==> src/rtl/uart.sv <==
// ---------------------------------------------------------------------------
// uart_fifo / uart
//
// Purpose: a small buffered UART. A free-running baud generator produces one
// tick every DVSR clocks (16 ticks per bit). The receiver oversamples a
// synchronized rx line and pushes each assembled byte into a 2^FIFO_W entry
// RX FIFO. The transmitter drains a 2^FIFO_W entry TX FIFO and serializes
// each byte LSB-first with one start bit and a stop period of SB_TICK ticks.
//
// uart ports:
//   CLK       in   sole clock, rising edge
//   RESET     in   synchronous, active-high reset
//   rd_uart   in   one-cycle pulse, pops the RX FIFO head
//   wr_uart   in   one-cycle pulse, pushes w_data into the TX FIFO
//   rx        in   serial receive line, idle high, asynchronous to CLK
//   w_data    in   [7:0] byte to transmit
//   tx_full   out  TX FIFO full
//   rx_empty  out  RX FIFO empty
//   tx        out  serial transmit line, idle high, registered
//   r_data    out  [7:0] RX FIFO head (first-word-fall-through)
//
// uart_fifo ports:
//   clk, reset          clock and synchronous active-high reset
//   rd, wr              pop / push requests
//   w_data              [DATA_W-1:0] push data
//   empty, full         occupancy flags
//   r_data              [DATA_W-1:0] current head, combinational
// ---------------------------------------------------------------------------

module uart_fifo #(
    parameter int DATA_W = 8,
    parameter int ADDR_W = 2
) (
    input  logic              clk,
    input  logic              reset,
    input  logic              rd,
    input  logic              wr,
    input  logic [DATA_W-1:0] w_data,
    output logic              empty,
    output logic              full,
    output logic [DATA_W-1:0] r_data
);
    localparam int DEPTH = 2 ** ADDR_W;

    logic [DATA_W-1:0] mem_q [DEPTH];
    logic [DATA_W-1:0] mem_d [DEPTH];
    logic [ADDR_W-1:0] w_ptr_q, w_ptr_d;
    logic [ADDR_W-1:0] r_ptr_q, r_ptr_d;
    logic              full_q, full_d;
    logic              empty_q, empty_d;
    logic [ADDR_W-1:0] w_ptr_succ, r_ptr_succ;
    logic              do_push, do_pop;

    // Pointer and flag registers.
    always_ff @(posedge clk) begin
        if (reset) begin
            w_ptr_q <= '0;
            r_ptr_q <= '0;
            full_q  <= 1'b0;
            empty_q <= 1'b1;
        end else begin
            w_ptr_q <= w_ptr_d;
            r_ptr_q <= r_ptr_d;
            full_q  <= full_d;
            empty_q <= empty_d;
        end
    end

    // Storage is not reset; only the pointers define what is valid.
    always_ff @(posedge clk) begin
        for (int i = 0; i < DEPTH; i++) begin
            mem_q[i] <= mem_d[i];
        end
    end

    // A pop from an empty FIFO is dropped, so a simultaneous push/pop on an
    // empty FIFO degenerates to a plain push. When full, a push is only
    // accepted together with a pop, which frees the slot being written.
    always_comb begin
        for (int i = 0; i < DEPTH; i++) begin
            mem_d[i] = mem_q[i];
        end
        w_ptr_d    = w_ptr_q;
        r_ptr_d    = r_ptr_q;
        full_d     = full_q;
        empty_d    = empty_q;
        w_ptr_succ = w_ptr_q + ADDR_W'(1);
        r_ptr_succ = r_ptr_q + ADDR_W'(1);
        do_pop     = rd & ~empty_q;
        do_push    = wr & (~full_q | do_pop);

        if (do_push) begin
            mem_d[w_ptr_q] = w_data;
            w_ptr_d        = w_ptr_succ;
        end
        if (do_pop) begin
            r_ptr_d = r_ptr_succ;
        end

        if (do_push && !do_pop) begin
            empty_d = 1'b0;
            full_d  = (w_ptr_succ == r_ptr_q);
        end else if (do_pop && !do_push) begin
            full_d  = 1'b0;
            empty_d = (r_ptr_succ == w_ptr_q);
        end
    end

    assign empty  = empty_q;
    assign full   = full_q;
    assign r_data = mem_q[r_ptr_q];
endmodule


module uart #(
    parameter int DBIT    = 8,
    parameter int SB_TICK = 16,
    parameter int DVSR    = 163,
    parameter int FIFO_W  = 2
) (
    input  logic       CLK,
    input  logic       RESET,
    input  logic       rd_uart,
    input  logic       wr_uart,
    input  logic       rx,
    input  logic [7:0] w_data,
    output logic       tx_full,
    output logic       rx_empty,
    output logic       tx,
    output logic [7:0] r_data
);
    localparam int CNT_W = (DVSR > 1) ? $clog2(DVSR) : 1;

    // Shared by both FSMs; each keeps its own state register.
    typedef enum logic [1:0] {
        IDLE,
        START,
        DATA,
        STOP
    } state_t;

    // ------------------------------------------------------------------
    // Baud generator
    // ------------------------------------------------------------------
    logic [CNT_W-1:0] baud_cnt_q, baud_cnt_d;
    logic             tick;

    always_ff @(posedge CLK) begin
        if (RESET) begin
            baud_cnt_q <= '0;
        end else begin
            baud_cnt_q <= baud_cnt_d;
        end
    end

    always_comb begin
        tick       = (baud_cnt_q == CNT_W'(DVSR - 1));
        baud_cnt_d = tick ? '0 : baud_cnt_q + CNT_W'(1);
    end

    // ------------------------------------------------------------------
    // rx synchronizer. Resets to the idle level so the receiver does not
    // see a phantom start bit right after reset.
    // ------------------------------------------------------------------
    logic rx_meta_q, rx_meta_d;
    logic rx_sync_q, rx_sync_d;

    always_ff @(posedge CLK) begin
        if (RESET) begin
            rx_meta_q <= 1'b1;
            rx_sync_q <= 1'b1;
        end else begin
            rx_meta_q <= rx_meta_d;
            rx_sync_q <= rx_sync_d;
        end
    end

    always_comb begin
        rx_meta_d = rx;
        rx_sync_d = rx_meta_q;
    end

    // ------------------------------------------------------------------
    // Receiver
    // ------------------------------------------------------------------
    state_t            rx_state_q, rx_state_d;
    logic [3:0]        rx_s_q, rx_s_d;
    logic [2:0]        rx_n_q, rx_n_d;
    logic [DBIT-1:0]   rx_b_q, rx_b_d;
    logic              rx_done;

    always_ff @(posedge CLK) begin
        if (RESET) begin
            rx_state_q <= IDLE;
            rx_s_q     <= '0;
            rx_n_q     <= '0;
            rx_b_q     <= '0;
        end else begin
            rx_state_q <= rx_state_d;
            rx_s_q     <= rx_s_d;
            rx_n_q     <= rx_n_d;
            rx_b_q     <= rx_b_d;
        end
    end

    // START waits 8 ticks to land mid start bit; from there every 16 ticks
    // lands mid data bit. STOP ends SB_TICK ticks after the last data sample,
    // and the byte is stored without looking at the stop level.
    always_comb begin
        rx_state_d = rx_state_q;
        rx_s_d     = rx_s_q;
        rx_n_d     = rx_n_q;
        rx_b_d     = rx_b_q;
        rx_done    = 1'b0;

        unique case (rx_state_q)
            IDLE: begin
                if (!rx_sync_q) begin
                    rx_state_d = START;
                    rx_s_d     = '0;
                end
            end
            START: begin
                if (tick) begin
                    if (rx_s_q == 4'd7) begin
                        if (rx_sync_q) begin
                            rx_state_d = IDLE;
                        end else begin
                            rx_state_d = DATA;
                            rx_s_d     = '0;
                            rx_n_d     = '0;
                        end
                    end else begin
                        rx_s_d = rx_s_q + 4'd1;
                    end
                end
            end
            DATA: begin
                if (tick) begin
                    if (rx_s_q == 4'd15) begin
                        rx_s_d = '0;
                        rx_b_d = {rx_sync_q, rx_b_q[DBIT-1:1]};
                        if (rx_n_q == 3'(DBIT - 1)) begin
                            rx_state_d = STOP;
                        end else begin
                            rx_n_d = rx_n_q + 3'd1;
                        end
                    end else begin
                        rx_s_d = rx_s_q + 4'd1;
                    end
                end
            end
            STOP: begin
                if (tick) begin
                    if (rx_s_q == 4'(SB_TICK - 1)) begin
                        rx_state_d = IDLE;
                        rx_done    = 1'b1;
                    end else begin
                        rx_s_d = rx_s_q + 4'd1;
                    end
                end
            end
            default: rx_state_d = IDLE;
        endcase
    end

    // ------------------------------------------------------------------
    // Transmitter
    // ------------------------------------------------------------------
    state_t            tx_state_q, tx_state_d;
    logic [3:0]        tx_s_q, tx_s_d;
    logic [2:0]        tx_n_q, tx_n_d;
    logic [DBIT-1:0]   tx_b_q, tx_b_d;
    logic              tx_q, tx_d;
    logic              tx_pop;
    logic              tx_fifo_empty;
    logic [7:0]        tx_fifo_head;

    always_ff @(posedge CLK) begin
        if (RESET) begin
            tx_state_q <= IDLE;
            tx_s_q     <= '0;
            tx_n_q     <= '0;
            tx_b_q     <= '0;
            tx_q       <= 1'b1;
        end else begin
            tx_state_q <= tx_state_d;
            tx_s_q     <= tx_s_d;
            tx_n_q     <= tx_n_d;
            tx_b_q     <= tx_b_d;
            tx_q       <= tx_d;
        end
    end

    // The end of STOP loads the next byte directly when one is waiting, so
    // back-to-back frames carry no idle cycle between them. The line level
    // is derived from the next state so tx changes together with the state.
    always_comb begin
        tx_state_d = tx_state_q;
        tx_s_d     = tx_s_q;
        tx_n_d     = tx_n_q;
        tx_b_d     = tx_b_q;
        tx_pop     = 1'b0;
        tx_d       = 1'b1;

        unique case (tx_state_q)
            IDLE: begin
                if (!tx_fifo_empty) begin
                    tx_b_d     = DBIT'(tx_fifo_head);
                    tx_pop     = 1'b1;
                    tx_s_d     = '0;
                    tx_state_d = START;
                end
            end
            START: begin
                if (tick) begin
                    if (tx_s_q == 4'd15) begin
                        tx_state_d = DATA;
                        tx_s_d     = '0;
                        tx_n_d     = '0;
                    end else begin
                        tx_s_d = tx_s_q + 4'd1;
                    end
                end
            end
            DATA: begin
                if (tick) begin
                    if (tx_s_q == 4'd15) begin
                        tx_s_d = '0;
                        tx_b_d = tx_b_q >> 1;
                        if (tx_n_q == 3'(DBIT - 1)) begin
                            tx_state_d = STOP;
                        end else begin
                            tx_n_d = tx_n_q + 3'd1;
                        end
                    end else begin
                        tx_s_d = tx_s_q + 4'd1;
                    end
                end
            end
            STOP: begin
                if (tick) begin
                    if (tx_s_q == 4'(SB_TICK - 1)) begin
                        if (!tx_fifo_empty) begin
                            tx_b_d     = DBIT'(tx_fifo_head);
                            tx_pop     = 1'b1;
                            tx_s_d     = '0;
                            tx_state_d = START;
                        end else begin
                            tx_state_d = IDLE;
                        end
                    end else begin
                        tx_s_d = tx_s_q + 4'd1;
                    end
                end
            end
            default: tx_state_d = IDLE;
        endcase

        unique case (tx_state_d)
            START:   tx_d = 1'b0;
            DATA:    tx_d = tx_b_d[0];
            default: tx_d = 1'b1;
        endcase
    end

    assign tx = tx_q;

    // ------------------------------------------------------------------
    // FIFOs
    // ------------------------------------------------------------------
    logic rx_fifo_full_unused;

    uart_fifo #(
        .DATA_W (8),
        .ADDR_W (FIFO_W)
    ) u_rx_fifo (
        .clk    (CLK),
        .reset  (RESET),
        .rd     (rd_uart),
        .wr     (rx_done),
        .w_data (8'(rx_b_q)),
        .empty  (rx_empty),
        .full   (rx_fifo_full_unused),
        .r_data (r_data)
    );

    uart_fifo #(
        .DATA_W (8),
        .ADDR_W (FIFO_W)
    ) u_tx_fifo (
        .clk    (CLK),
        .reset  (RESET),
        .rd     (tx_pop),
        .wr     (wr_uart),
        .w_data (w_data),
        .empty  (tx_fifo_empty),
        .full   (tx_full),
        .r_data (tx_fifo_head)
    );
endmodule

==> config.mk <==
export PLATFORM = sky130hd
export DESIGN_NAME = uart
export DESIGN_NICKNAME = d
export VERILOG_FILES = /design/src/rtl/uart.sv
export SDC_FILE = /design/constraint.sdc
export NUM_CORES = 1
export LEC_CHECK = 0
export ABC_AREA = 1
export BUFFER_PORTS_ARGS = -buffer_cell sky130_fd_sc_hd__buf_2
export CAP_MARGIN = 10
export CORE_MARGIN = 2
export CORE_UTILIZATION = 60
export DETAILED_ROUTE_END_ITERATION = 12
export PLACE_DENSITY = 0.78
export SLEW_MARGIN = 40
export SYNTH_ARGS = -nofsm -noshare
export SYNTH_HDL_FRONTEND = slang
export SYNTH_SLANG_ARGS = --single-unit
==> constraint.sdc <==
create_clock -name CLK -period 4.8 [get_ports CLK]
set_clock_uncertainty 0.05 [all_clocks]
set_input_delay 0.48 -clock CLK [delete_from_list [all_inputs] [get_ports CLK]]
set_output_delay 0.48 -clock CLK [all_outputs]
set_load 0.01 [all_outputs]
==> flow_metrics.tcl <==
set metrics [dict create \
    fin_nets 729 \
    stdcell_area_mm2 0.00664 \
    detailed_place.area_mm2 0.00604 \
    grtUsageTotal 0.236 \
    die_h_um 103 \
    postRouteAntennaNets 0 \
    ys_types 39 \
    num_antenna_cells 0 \
    power_density_mw_per_mm2 536 \
    cts-resized-gates 0 \
    vias 4494 \
    synth_nets 701 \
    cap_violations 0 \
    fin_tns_setup_ps 0 \
    hold_viol_final 0 \
    drt-pass1-iter-count 6 \
    tightest_slew_ps 763 \
    clk_pin_slew_ps 60 \
    drc_errors 0 \
    cts_tree "yes" \
    mostFrequentLayoutCells "130 x nand2_1, 85 x nor2_1, 78 x inv_1" \
    yosysWarnings 0 \
    htree_levels 4 \
    min_period_over_period 0.537 \
    end_kind "output port" \
    wire_per_inst_um 13.8 \
    drt_iter0_drc 324 \
    routed_wirelength_um 11500 \
    tritoncts.num_buffers 17 \
    drive_gt1_frac 0.119 \
    total_power_uw 3560 \
    swShare 0.348 \
    fmax_ghz 0.388 \
    min_path_type "primary input to register" \
    rsz0062_at_grt "false" \
    place_congestion 0.847 \
    critPathKind "register to output port" \
    rows 35 \
    syn_to_final_growth_pct 13.9 \
    p_clk_frac 0.365 \
    post_cts_buffers 0 \
    ys_seq_area_frac 0.539 \
    root_buffer "clkbuf_8" \
    fp.dieArea_mm2 0.0105 \
    slew_viol_final 0 \
    min_period_ps 2580 \
    cp.required_ps 4270 \
    worstSetupStartpointType "register" \
    grt_pass1_vias 4192 \
    status "finished, final reports clean" \
    avgSynthCellArea_um2 8.78 \
    p_leak_uw 0.00276 \
    core_area_mm2 0.00933 \
    syn-cell-area_mm2 0.00583 \
    ys_seq_elements 125 \
    num_io_pins 24 \
    setup_viol 0 \
    relSlewSlack 0.489 \
    p_sw_uw 1240 \
    fillCellCount 684 \
    grt_pass1_wl_um 19100 \
    crit_arrival_ps 2050 \
    holdWs_ps 91.1 \
    final_common_cell "nand2_1" \
    cts_buffer_depth 2 \
    die_w_um 103 \
    ctsHoldBuffers 0 \
    combPwrFrac 0.262 \
    vdd_drop_max_v 0.000298 \
    dp_hpwl_um 7650 \
    worstPathMaxFanout 17 \
    grt-ovfl-total 0 \
    p_int_uw 2330 \
    seq_power_share 0.373 \
    grt_max_degree 30 \
    start_util 0.625 \
    syn_inst 664 \
    numClockSinks 125 \
    viasPerCell 5.39 \
    io_buffer_count 23 \
    antenna_found_initial 0 \
    clkLatencyLatePin_ps 520 \
]
layout make-up:
class	instances	area, µm²	share of cell area
tap	129	161	0.0243
clock buffer	17	414	0.0623
clock inverter	15	190	0.0286
inverter	84	317	0.0476
sequential	125	3140	0.473
timing repair buffer	23	115	0.0173
multi-input combinational	441	2300	0.347
critical path, stage by stage, from the launching register on:
cell and delay, ps:
dfxtp_1 640, inv_1 350, o21ai_0 300, o22ai_1 100
buf_2 150
power by group through the flow:
stage / Combinational [µW] / Clock (µW) / Sequential [µW]
final: 932 / 1300 / 1330
after global routing: 1070 / 1360 / 1350
after CTS: 923 / 1320 / 1330
after detailed placement: 910 / 0 / 1350
after global placement: 880 / 0 / 1340
after floorplan: 766 / 0 / 1310
layer usage:
layer | wire, µm | global-route usage
met2 | 5960 | 0.417
met5 | 0 | 0
met1 | 4980 | 0.283
met3 | 411 | 0.0447
met4 | 178 | 0.0964
metrics by stage:
step	std cells	worst slack [ps]	util
global route	834	2040	0.712
floorplan	664	2720	-
finish	834	2220	0.712
global placement	802	2530	0.647
detailed placement	802	2410	0.647
CTS	834	2200	0.712
Yosys cell counts:
master | count | area share
nand3_2 | 3 | 0.0052
xnor2_1 | 3 | 0.0045
nor2_2 | 2 | 0.0021
buf_4 | 1 | 0.0013
clkbuf_1 | 9 | 0.0058
inv_1 | 79 | 0.051
o21bai_1 | 1 | 0.0013
a21oi_4 | 1 | 0.0028
dfxtp_1 | 61 | 0.21
nand3_1 | 48 | 0.041
a21oi_1 | 35 | 0.030
and3_1 | 2 | 0.0021
inv_2 | 4 | 0.0026
o21ai_1 | 12 | 0.010
o21ai_0 | 40 | 0.034
xor2_1 | 8 | 0.012
ha_1 | 24 | 0.052
a211oi_1 | 1 | 0.0013
o22ai_1 | 8 | 0.0086
nor3b_1 | 2 | 0.0026
buf_2 | 3 | 0.0026
edfxtp_1 | 64 | 0.33
nand4_2 | 1 | 0.0021
a21oi_2 | 1 | 0.0015
buf_6 | 1 | 0.0019
nand2_1 | 130 | 0.084
clkinv_2 | 1 | 0.00086
nand4_1 | 8 | 0.0086
o31ai_1 | 1 | 0.0013
nor2_4 | 3 | 0.0058
nand3_4 | 1 | 0.0030
nand2_2 | 3 | 0.0032
nand2_4 | 3 | 0.0058
nor2_1 | 85 | 0.055
o211ai_1 | 2 | 0.0026
nor3_1 | 5 | 0.0043
and2_1 | 1 | 0.0011
a31oi_1 | 2 | 0.0021
or2_2 | 5 | 0.0054
cells by family after synthesis:
kind of cell | after synthesis | share of synthesized area
AO/OA/AOI/OAI | 104 | 0.0961
buffers and inverters | 98 | 0.0659
adder cells (fa/ha/maj) | 24 | 0.0515
flip-flops | 125 | 0.539
XOR/XNOR | 11 | 0.0165
AND/OR/NAND/NOR | 302 | 0.231
flip-flops by register name, summed over array words and instances (netlist names), 2 cells and up, named ones only:
name               flops
rx_n_q                 3
u_rx_fifo.r_ptr_q      2
baud_cnt_q             8
tx_n_q                 3
rx_b_q                 8
tx_state_q             2
u_rx_fifo.w_ptr_q      2
tx_s_q                 4
u_rx_fifo.mem_q       32
rx_s_q                 4
u_tx_fifo.w_ptr_q      2
tx_b_q                 8
u_tx_fifo.r_ptr_q      2
u_tx_fifo.mem_q       32
final timing paths:
| path | slack [ps] | startpoint | depth (start not counted) | end |
|---|---|---|---|---|
| setup / recovery | 2220 | register | 4 | r_data[7] |
| setup reg to reg | 2390 | tx_s_q[0] | 9 | u_tx_fifo.mem_q[2][3] |
| hold / removal | 90 | rx | 2 | rx_meta_q |
| hold reg to reg | 360 | rx_meta_q | 1 | rx_sync_q |
No activity file was read; power rests on OpenSTA's default activity.
